$ cat src/rtl/mse_loss_accum_pkg.sv
// Shared types and constant helpers for the MSE loss accumulator.
package mse_loss_accum_pkg;

    typedef enum logic [1:0] {
        IDLE,
        ACCUM,
        DRAIN,
        DONE
    } state_t;

    function automatic int clog2(input int unsigned value);
        int          bits;
        int unsigned span;
        bits = 0;
        span = 1;
        while (span < value) begin
            span = span << 1;
            bits++;
        end
        return bits;
    endfunction

endpackage

$ cat src/rtl/sq_err_stage.sv
// Two-stage squared-error pipeline: registered difference, then registered square.
module sq_err_stage #(
    parameter int DATA_W = 21,
    parameter int TGT_W  = 4
) (
    input  logic                      clk_i,
    input  logic                      rst_i,
    input  logic                      in_valid,
    input  logic [DATA_W-1:0]         predicted,
    input  logic [TGT_W-1:0]          target,
    output logic                      out_valid,
    output logic [2*(DATA_W+1)-1:0]   sq
);

    localparam int DIFF_W = DATA_W + 1;
    localparam int SQ_W   = 2 * DIFF_W;

    logic signed [DIFF_W-1:0] pred_ext;
    logic signed [DIFF_W-1:0] tgt_ext;
    logic signed [DIFF_W-1:0] diff;
    logic signed [SQ_W-1:0]   prod;
    logic                     diff_valid;

    always_comb begin
        pred_ext = {predicted[DATA_W-1], predicted};
        tgt_ext  = DIFF_W'(target);
        prod     = diff * diff;
    end

    always_ff @(posedge clk_i or negedge rst_i) begin
        if (!rst_i) begin
            diff       <= '0;
            diff_valid <= 1'b0;
            sq         <= '0;
            out_valid  <= 1'b0;
        end else begin
            diff       <= pred_ext - tgt_ext;
            diff_valid <= in_valid;
            sq         <= prod;
            out_valid  <= diff_valid;
        end
    end

endmodule

$ cat src/rtl/mse_loss_accum.sv
// Batch mean/sum squared-error accumulator with saturating accumulator and sticky overflow.
module mse_loss_accum
    import mse_loss_accum_pkg::*;
#(
    parameter int DATA_W    = 21,
    parameter int TGT_W     = 4,
    parameter int BATCH_N   = 8,
    parameter int MEAN_MODE = 1,
    parameter int ACC_W     = 2 * (DATA_W + 1) + clog2(BATCH_N)
) (
    input  logic              clk_i,
    input  logic              rst_i,
    input  logic              start_i,
    input  logic              sample_valid_i,
    output logic              sample_ready_o,
    input  logic [TGT_W-1:0]  target_i,
    input  logic [DATA_W-1:0] predicted_i,
    output logic [ACC_W-1:0]  loss_o,
    output logic              loss_valid_o,
    output logic              busy_o,
    output logic              overflow_o
);

    localparam int LOG2N = clog2(BATCH_N);
    localparam int SQ_W  = 2 * (DATA_W + 1);
    localparam int MAX_W = (ACC_W > SQ_W) ? ACC_W : SQ_W;
    localparam int SUM_W = MAX_W + 1;
    localparam int CNT_W = LOG2N + 1;

    state_t             state;
    logic [CNT_W-1:0]   count;
    logic               drain_cnt;
    logic [ACC_W-1:0]   acc;
    logic [ACC_W-1:0]   loss_next;
    logic [SUM_W-1:0]   sum;
    logic               sat;
    logic               accept;
    logic               sq_valid;
    logic [SQ_W-1:0]    sq;

    sq_err_stage #(
        .DATA_W (DATA_W),
        .TGT_W  (TGT_W)
    ) u_sq_err_stage (
        .clk_i     (clk_i),
        .rst_i     (rst_i),
        .in_valid  (accept),
        .predicted (predicted_i),
        .target    (target_i),
        .out_valid (sq_valid),
        .sq        (sq)
    );

    // Sum is computed one bit wider than either operand so saturation is a simple carry test.
    always_comb begin
        accept    = sample_valid_i & sample_ready_o;
        sum       = SUM_W'(acc) + SUM_W'(sq);
        sat       = |sum[SUM_W-1:ACC_W];
        loss_next = (MEAN_MODE != 0) ? (acc >> LOG2N) : acc;
    end

    always_ff @(posedge clk_i or negedge rst_i) begin
        if (!rst_i) begin
            state          <= IDLE;
            count          <= '0;
            drain_cnt      <= 1'b0;
            acc            <= '0;
            loss_o         <= '0;
            loss_valid_o   <= 1'b0;
            busy_o         <= 1'b0;
            overflow_o     <= 1'b0;
            sample_ready_o <= 1'b0;
        end else begin
            loss_valid_o <= 1'b0;
            if (sq_valid) begin
                if (sat) begin
                    acc        <= '1;
                    overflow_o <= 1'b1;
                end else begin
                    acc <= sum[ACC_W-1:0];
                end
            end
            case (state)
                IDLE: begin
                    if (start_i) begin
                        state          <= ACCUM;
                        acc            <= '0;
                        count          <= '0;
                        overflow_o     <= 1'b0;
                        sample_ready_o <= 1'b1;
                        busy_o         <= 1'b1;
                    end
                end
                ACCUM: begin
                    if (accept) begin
                        count <= count + CNT_W'(1);
                        if (count == CNT_W'(BATCH_N - 1)) begin
                            state          <= DRAIN;
                            sample_ready_o <= 1'b0;
                            drain_cnt      <= 1'b0;
                        end
                    end
                end
                DRAIN: begin
                    drain_cnt <= 1'b1;
                    if (drain_cnt) begin
                        state <= DONE;
                    end
                end
                DONE: begin
                    loss_o       <= loss_next;
                    loss_valid_o <= 1'b1;
                    busy_o       <= 1'b0;
                    state        <= IDLE;
                end
                default: state <= IDLE;
            endcase
        end
    end

endmodule
$ cat config.mk
export PLATFORM = sky130hd
export DESIGN_NAME = mse_loss_accum
export DESIGN_NICKNAME = d
export VERILOG_FILES = /design/src/rtl/mse_loss_accum_pkg.sv /design/src/rtl/sq_err_stage.sv /design/src/rtl/mse_loss_accum.sv
export SDC_FILE = /design/constraint.sdc
export NUM_CORES = 1
export LEC_CHECK = 0
export ABC_AREA = 1
export CORE_ASPECT_RATIO = 0.8
export CORE_UTILIZATION = 59
export DETAILED_ROUTE_END_ITERATION = 7
export GPL_ROUTABILITY_DRIVEN = 0
export HOLD_SLACK_MARGIN = 0.02
export PLACE_DENSITY = 0.8
export SYNTH_ARGS = -nofsm -noshare
export SYNTH_HDL_FRONTEND = slang
export SYNTH_SLANG_ARGS = --single-unit
$ cat constraint.sdc
create_clock -name clk_i -period 7.1 [get_ports clk_i]
set_clock_uncertainty 0.1 [all_clocks]
set_input_delay 1.42 -clock clk_i [delete_from_list [all_inputs] [get_ports clk_i]]
set_output_delay 1.42 -clock clk_i [all_outputs]
set_load 0.1 [all_outputs]
==> reports/metrics.yaml, run 1 <==
post-route-period-util_pct: 96.8
endpoint: "u_sq_err_stage.sq[20]$_DFF_PN0_"
final-setup-viol-count: 0
portBuffers: 76
synth_seq_cells: 169
synth_commonest_cells: "inv_1 (914), nand2_1 (834), fa_1 (460)"
yosys_warnings: 0
regArea_mm2: 0.00424
route.detailed.drc: 0
reg2reg_from: "u_sq_err_stage.diff[13]$_DFF_PN0_"
path_depth: 20
drtIter0Drc: 2189
clkSlewWorstSetupHoldPaths_ns: 0.08
drt_first_pass_iters: 6
min_path_type: "flop to flop"
cp-start-kind: "flop"
die_w_um: 241
cp_data_required_time_ns: 7.33
nets: 4165
seq_area_frac_synth_pct: 15.7
synth.area.top_cells: "fa_1 (34%), dfrtp_1 (16%), inv_1 (13%)"
status: "finished clean"
worstPathMaxFanout: 9
vias: 21700
synth.avg_cell_area_um2: 7.93
clkLatencyLatePin_ns: 0.48
pre_cts_slack_ns: 0.0878
cp.arrival_ns: 7.10
cts_htree_levels: 4
post_drt_wl_per_cell_um: 16.7
path_cells: "nand2_1 > fa_1 > inv_1 > fa_1 > inv_1 > fa_1 > fa_1 > inv_1 > fa_1 > fa_1 > inv_1 > fa_1 > inv_1 > ha_1 > nand2_1 > o21ai_0 > a21oi_1 > nand2_1 > buf_4 > xor2_1"
start_util_pct: 60.3
final_layout_size_suffix_gt1_share_pct: 4.09
core_mm2: 0.0448
viasPerCell: 5.28
grt_first_pass_wirelength_mm: 113
cap_violations: 0
critical_path.top_delay_family: "adder cells"
async_flop_share_pct: 100
cts_buffer_depth: 2
synth_edf_count: 0
synthCells: 3403
fmax_mhz: 146
ant_nets: 0
post-route-min-period_ns: 6.87
n_fill_cell: 3710
r2r_end: "u_sq_err_stage.sq[20]$_DFF_PN0_"
multi_input_area_mm2: 0.0190
grt_overflow: 0
critPathLaunch: "u_sq_err_stage.diff[13]$_DFF_PN0_"
slowest_stage: "dfrtp_1"
synthFlopType: "dfrtp_1"
crit_path_end_kind: "flop"
die-area_mm2: 0.0466
cts_sinks: 169
yosys.area.top_type: "fa_1"
worst_pin_slew_ns: 1.07
finalWorstSetupSlack_ns: 0.230
row_count: 69
critPathKind: "flop to flop"
syn_area_mm2: 0.0270
crit_path_max_incr_delay_ns: 0.65
numCtsBuffers: 17
synth_top_area_share_pct: 34.1
cts_tree: "yes"
die_h_um: 193
holdWs_ns: 0.242
ys_types: 48
rrSetupSlack_ns: 0.23
hpwlAfterDp_mm: 57.6
ff2ff_path_depth: 20
wl_mm: 68.4
relSlewSlack_pct: 28.4
syn_to_final_growth_pct: 8.54
synth.most_common_cell: "inv_1"
cp_common_cell: "fa_1"
pin_count: 80
grt_max_degree: 70
root_buffer: "clkbuf_16"
finalMaxSlewViolations: 0
first_global_vias: 21600
crit_buf_inv: 6
antenna_found_initial: 3
hold_viol_final: 0
grt_usage_pct: 31.1
==> kinds of logic (layout without fill, tap and decap cells) <==
| kind of cell | after synthesis | count (layout) | share of synthesized area (%) |
|---|---|---|---|
| AOI/OAI and AO/OA | 287 | 287 | 6.11 |
| xor gates and xnor gates | 103 | 103 | 3.34 |
| adders and majority gates | 654 | 654 | 43.1 |
| buffers and inverters | 995 | 1085 | 14.0 |
| DFF | 169 | 169 | 15.7 |
| other | 1 | 6 | 0.0139 |
| and+or+nand+nor | 1194 | 1194 | 17.8 |
==> registers in the layout (all words and copies together) (netlist names) <==
register and flops:
acc 47, busy_o 1, count 4, drain_cnt 1, loss_o 44, loss_valid_o 1
overflow_o 1, sample_ready_o 1, state 2, u_sq_err_stage.diff 22, u_sq_err_stage.diff_valid 1, u_sq_err_stage.out_valid 1
u_sq_err_stage.sq 43
==> how the worst min path moves through the flow <==
stage                                        startpoint                            endpoint  slack (ns)  cells after the start
finish              u_sq_err_stage.diff_valid$_DFF_PN0_  u_sq_err_stage.out_valid$_DFF_PN0_        0.24                      0
global route        u_sq_err_stage.diff_valid$_DFF_PN0_  u_sq_err_stage.out_valid$_DFF_PN0_        0.26                      0
CTS                 u_sq_err_stage.diff_valid$_DFF_PN0_  u_sq_err_stage.out_valid$_DFF_PN0_        0.25                      0
detailed placement  u_sq_err_stage.diff_valid$_DFF_PN0_  u_sq_err_stage.out_valid$_DFF_PN0_        0.24                      0
global placement    u_sq_err_stage.diff_valid$_DFF_PN0_  u_sq_err_stage.out_valid$_DFF_PN0_        0.24                      0
floorplan           u_sq_err_stage.diff_valid$_DFF_PN0_  u_sq_err_stage.out_valid$_DFF_PN0_        0.23                      0
==> placed cells by master (no fill, tap or decap), types with 10 or more instances in the layout <==
cell type,instances
a21oi_1,134
nand2_1,834
clkbuf_16,17
fa_1,459
ha_1,193
xor2_1,50
o21ai_0,99
dfrtp_1,164
clkdlybuf4s50_1,75
nor3_1,22
nand4_1,17
inv_1,912
o21bai_1,16
a21oi_4,10
buf_4,52
nor2_1,199
nand3_1,86
xnor2_1,53
==> final cells by class <==
type / count / share of cell area (%)
Multi-Input combinational cell: 2241 / 64.9
Sequential cell: 169 / 14.5
Clock buffer: 18 / 1.46
Inverter: 922 / 11.8
Clock inverter: 14 / 0.619
Timing Repair Buffer: 131 / 4.14
Tap cell: 603 / 2.57
Antenna cell: 3 / 0.0256
==> what timing repair did <==
item,in CTS,in global routing
buffers inserted,0,1
resized for setup,0,11
hold buffers,0,0
setup endpoints to repair,0,19
==> stage by stage <==
stage / util (%) / setup TNS, ns / cells / instance area [µm²]
global route: 65.4 / -0.00425 / 4098 / 29300
detailed placement: 64.0 / 0 / 4065 / 28700
global placement: 64.0 / 0 / 4065 / 28700
CTS: 65.3 / 0 / 4097 / 29300
finish: 65.4 / 0 / 4101 / 29300
floorplan: - / 0 / 3405 / 27000
==> layer usage <==
| metal | global-route usage [%] | part of all wire (%) | vias to the layer above | wire length (µm) |
|---|---|---|---|---|
| met5 | 0 | 0.016 | - | 11 |
| met4 | 8.13 | 2.4 | 2 | 1640 |
| met3 | 7.49 | 11 | 123 | 7240 |
| met2 | 43.9 | 43 | 920 | 29100 |
| met1 | 47.9 | 44 | 10500 | 30400 |
| li1 | - | - | 10100 | - |
Power of run 1 is not shown: default switching activity piles up to over one toggle a cycle in this logic, so the estimate is an artifact.
==> run 2, diff against run 1 <==
CORE_UTILIZATION = 50   (was 59)
PLACE_DENSITY = 0.69   (was 0.8)
==> reports/metrics.yaml, run 2 (same netlist as run 1, synthesis figures left out) <==
hold_viol_final: 0  # unchanged
vias: 21300  # -1.5%
design_area_mm2: 0.0295  # +0.57%
clkLatencyLatePin_ns: 0.49  # about the same
grt_overflow: 0  # unchanged
nets: 4170  # +0.12%
pin_count: 80  # unchanged
crit_path_max_incr_delay_ns: 0.60  # -0.05 ns
status: "finished clean"
critPathKind: "flop to flop"
cp_common_cell: "fa_1"
numCtsBuffers: 17  # unchanged
post_drt_wl_per_cell_um: 16.3  # -2.2%
dpl_cell_area_mm2: 0.0288  # +0.55%
die_w_um: 262  # +8.6%
hpwlAfterDp_mm: 58.6  # +1.8%
route.detailed.drc: 0  # unchanged
viasPerCell: 5.09  # -3.7%
grt_max_degree: 71  # +1.4%
final_common_cell: "inv_1"
path_cells: "buf_12 > nand2_1 > fa_1 > inv_1 > fa_1 > fa_1 > inv_1 > fa_1 > inv_1 > fa_1 > fa_1 > inv_1 > fa_1 > inv_1 > ha_1 > nand2_1 > nor2_1 > inv_1 > nor4_1 > nand2_1 > nand3_1 > xor2_1"
min_path_type: "flop to flop"
root_buffer: "clkbuf_16"
finalMaxSlewViolations: 0  # unchanged
drt_first_pass_iters: 7  # +1
die_h_um: 210  # +8.5%
worst_pin_slew_ns: 1.07  # +0.00139 ns
final_layout_size_suffix_gt1_share_pct: 4.14  # +0.051 points
critical_path.top_delay_family: "adder cells"
n_fill_cell: 4964  # +34%
syn_to_final_growth_pct: 9.16
post-route-period-util_pct: 96.6  # -0.14 points
grt_first_pass_wirelength_mm: 112  # -0.36%
fmax_mhz: 146  # +0.14%
postCtsSetupBuffers: 0  # unchanged
portBuffers: 76  # unchanged
fin_cells: 4194  # +2.3%
crit_buf_inv: 7  # +1
final_cell_mix: "inv_1 (914), nand2_1 (834), fa_1 (460)"
final-setup-viol-count: 0  # unchanged
core_mm2: 0.0528  # +18%
grt_usage_pct: 26.4  # -4.7 points
wl_mm: 68.3  # about the same
largest_reg_flops: 47  # unchanged
cp_data_required_time_ns: 7.35  # +0.02 ns
ant_nets: 0  # unchanged
die-area_mm2: 0.0549  # +18%
antenna_found_initial: 5  # +2
cp-start-kind: "flop"
relSlewSlack_pct: 28.4  # about the same
pre_cts_slack_ns: 0.228  # +0.140 ns
final_util_pct: 55.8  # -9.6 points
top_register: "acc"
slowest_stage: "dfrtp_1"
row_count: 75  # +8.7%
cts_buffer_depth: 2  # unchanged
clkSlewWorstSetupHoldPaths_ns: 0.08  # about the same
cap_violations: 0  # unchanged
worstPathMaxFanout: 17  # +8
post-route-min-period_ns: 6.86  # -0.00988 ns
first_global_vias: 20900  # -3.3%
drtIter0Drc: 2081  # -4.9%
cts_tree: "yes"
cts_sinks: 169  # unchanged
crit_path_end_kind: "flop"
cts_htree_levels: 4  # unchanged
reg_top3: "acc (47), loss_o (44), u_sq_err_stage.sq (43)"
cp.arrival_ns: 7.11  # about the same
start_util_pct: 51.1  # -9.2 points
post-place-cells: 4161  # +2.4%
finalWorstSetupSlack_ns: 0.240  # +0.00987 ns
==> run 2: changes by cell type in the layout (fill, tap and decap cells not counted), sizes merged <==
cell and change:
inv +4, bufinv -1, clkbuf -1, clkinvlp -2, diode -2, buf +5
==> run 2: per-layer routing <==
layer,GRT usage [%],wire (µm),vias up
met5,0,0,-
met4,6.05,1150,0
met3,5.36,6400,86
met2,36.5,28100,800
met1,42.1,32700,10300
li1,-,-,10200
==> run 2: worst paths after layout <==
check,to,cells after the start,start,slack [ns]
max,u_sq_err_stage.sq[21]$_DFF_PN0_,22,u_sq_err_stage.diff[5]$_DFF_PN0_,0.24
min,u_sq_err_stage.out_valid$_DFF_PN0_,0,u_sq_err_stage.diff_valid$_DFF_PN0_,0.28
max reg2reg,u_sq_err_stage.sq[21]$_DFF_PN0_,22,u_sq_err_stage.diff[5]$_DFF_PN0_,0.24
min reg2reg,u_sq_err_stage.out_valid$_DFF_PN0_,0,u_sq_err_stage.diff_valid$_DFF_PN0_,0.28
max in group asynchronous,u_sq_err_stage.diff[21]$_DFF_PN0_,2,rst_i,4.88
min in group asynchronous,state[1]$_DFFE_PN0P_,1,rst_i,0.71
==> run 2: stage by stage <==
step,hold WS [ns],TNS [ns]
after global routing,0.286,-0.00247
after detailed placement,0.259,0
after floorplan,0.231,0
final,0.276,0
after global placement,0.233,0
after CTS,0.280,0
==> run 2: what timing repair did <==
item | 4_1_cts | 5_1_grt
hold buffers | 0 | 0
resized for setup | 0 | 8
hold endpoints to repair | 0 | 0
setup endpoints to repair | 0 | 12
==> run 2: worst reg2reg max path, cell delays in order (launching register included) <==
cell,delay (ns)
dfrtp_1,0.60
buf_12,0.22
nand2_1,0.10
fa_1,0.57
inv_1,0.07
fa_1,0.47
fa_1,0.51
inv_1,0.07
fa_1,0.52
inv_1,0.06
fa_1,0.44
fa_1,0.52
inv_1,0.05
fa_1,0.48
inv_1,0.05
ha_1,0.39
nand2_1,0.14
nor2_1,0.22
inv_1,0.10
nor4_1,0.40
nand2_1,0.10
nand3_1,0.21
xor2_1,0.36
==> run 2: final cells by class <==
cell class | count | area [µm²] | area share [%]
sequential | 169 | 4230 | 14.4
multi-input combinational | 2241 | 19000 | 64.6
timing repair buffer | 136 | 1250 | 4.24
inverter | 922 | 3460 | 11.7
antenna | 1 | 2.50 | 0.00849
clock buffer | 17 | 425 | 1.44
tap | 693 | 867 | 2.94
clock inverter | 15 | 196 | 0.666
Power of run 2 is left out for the same reason.
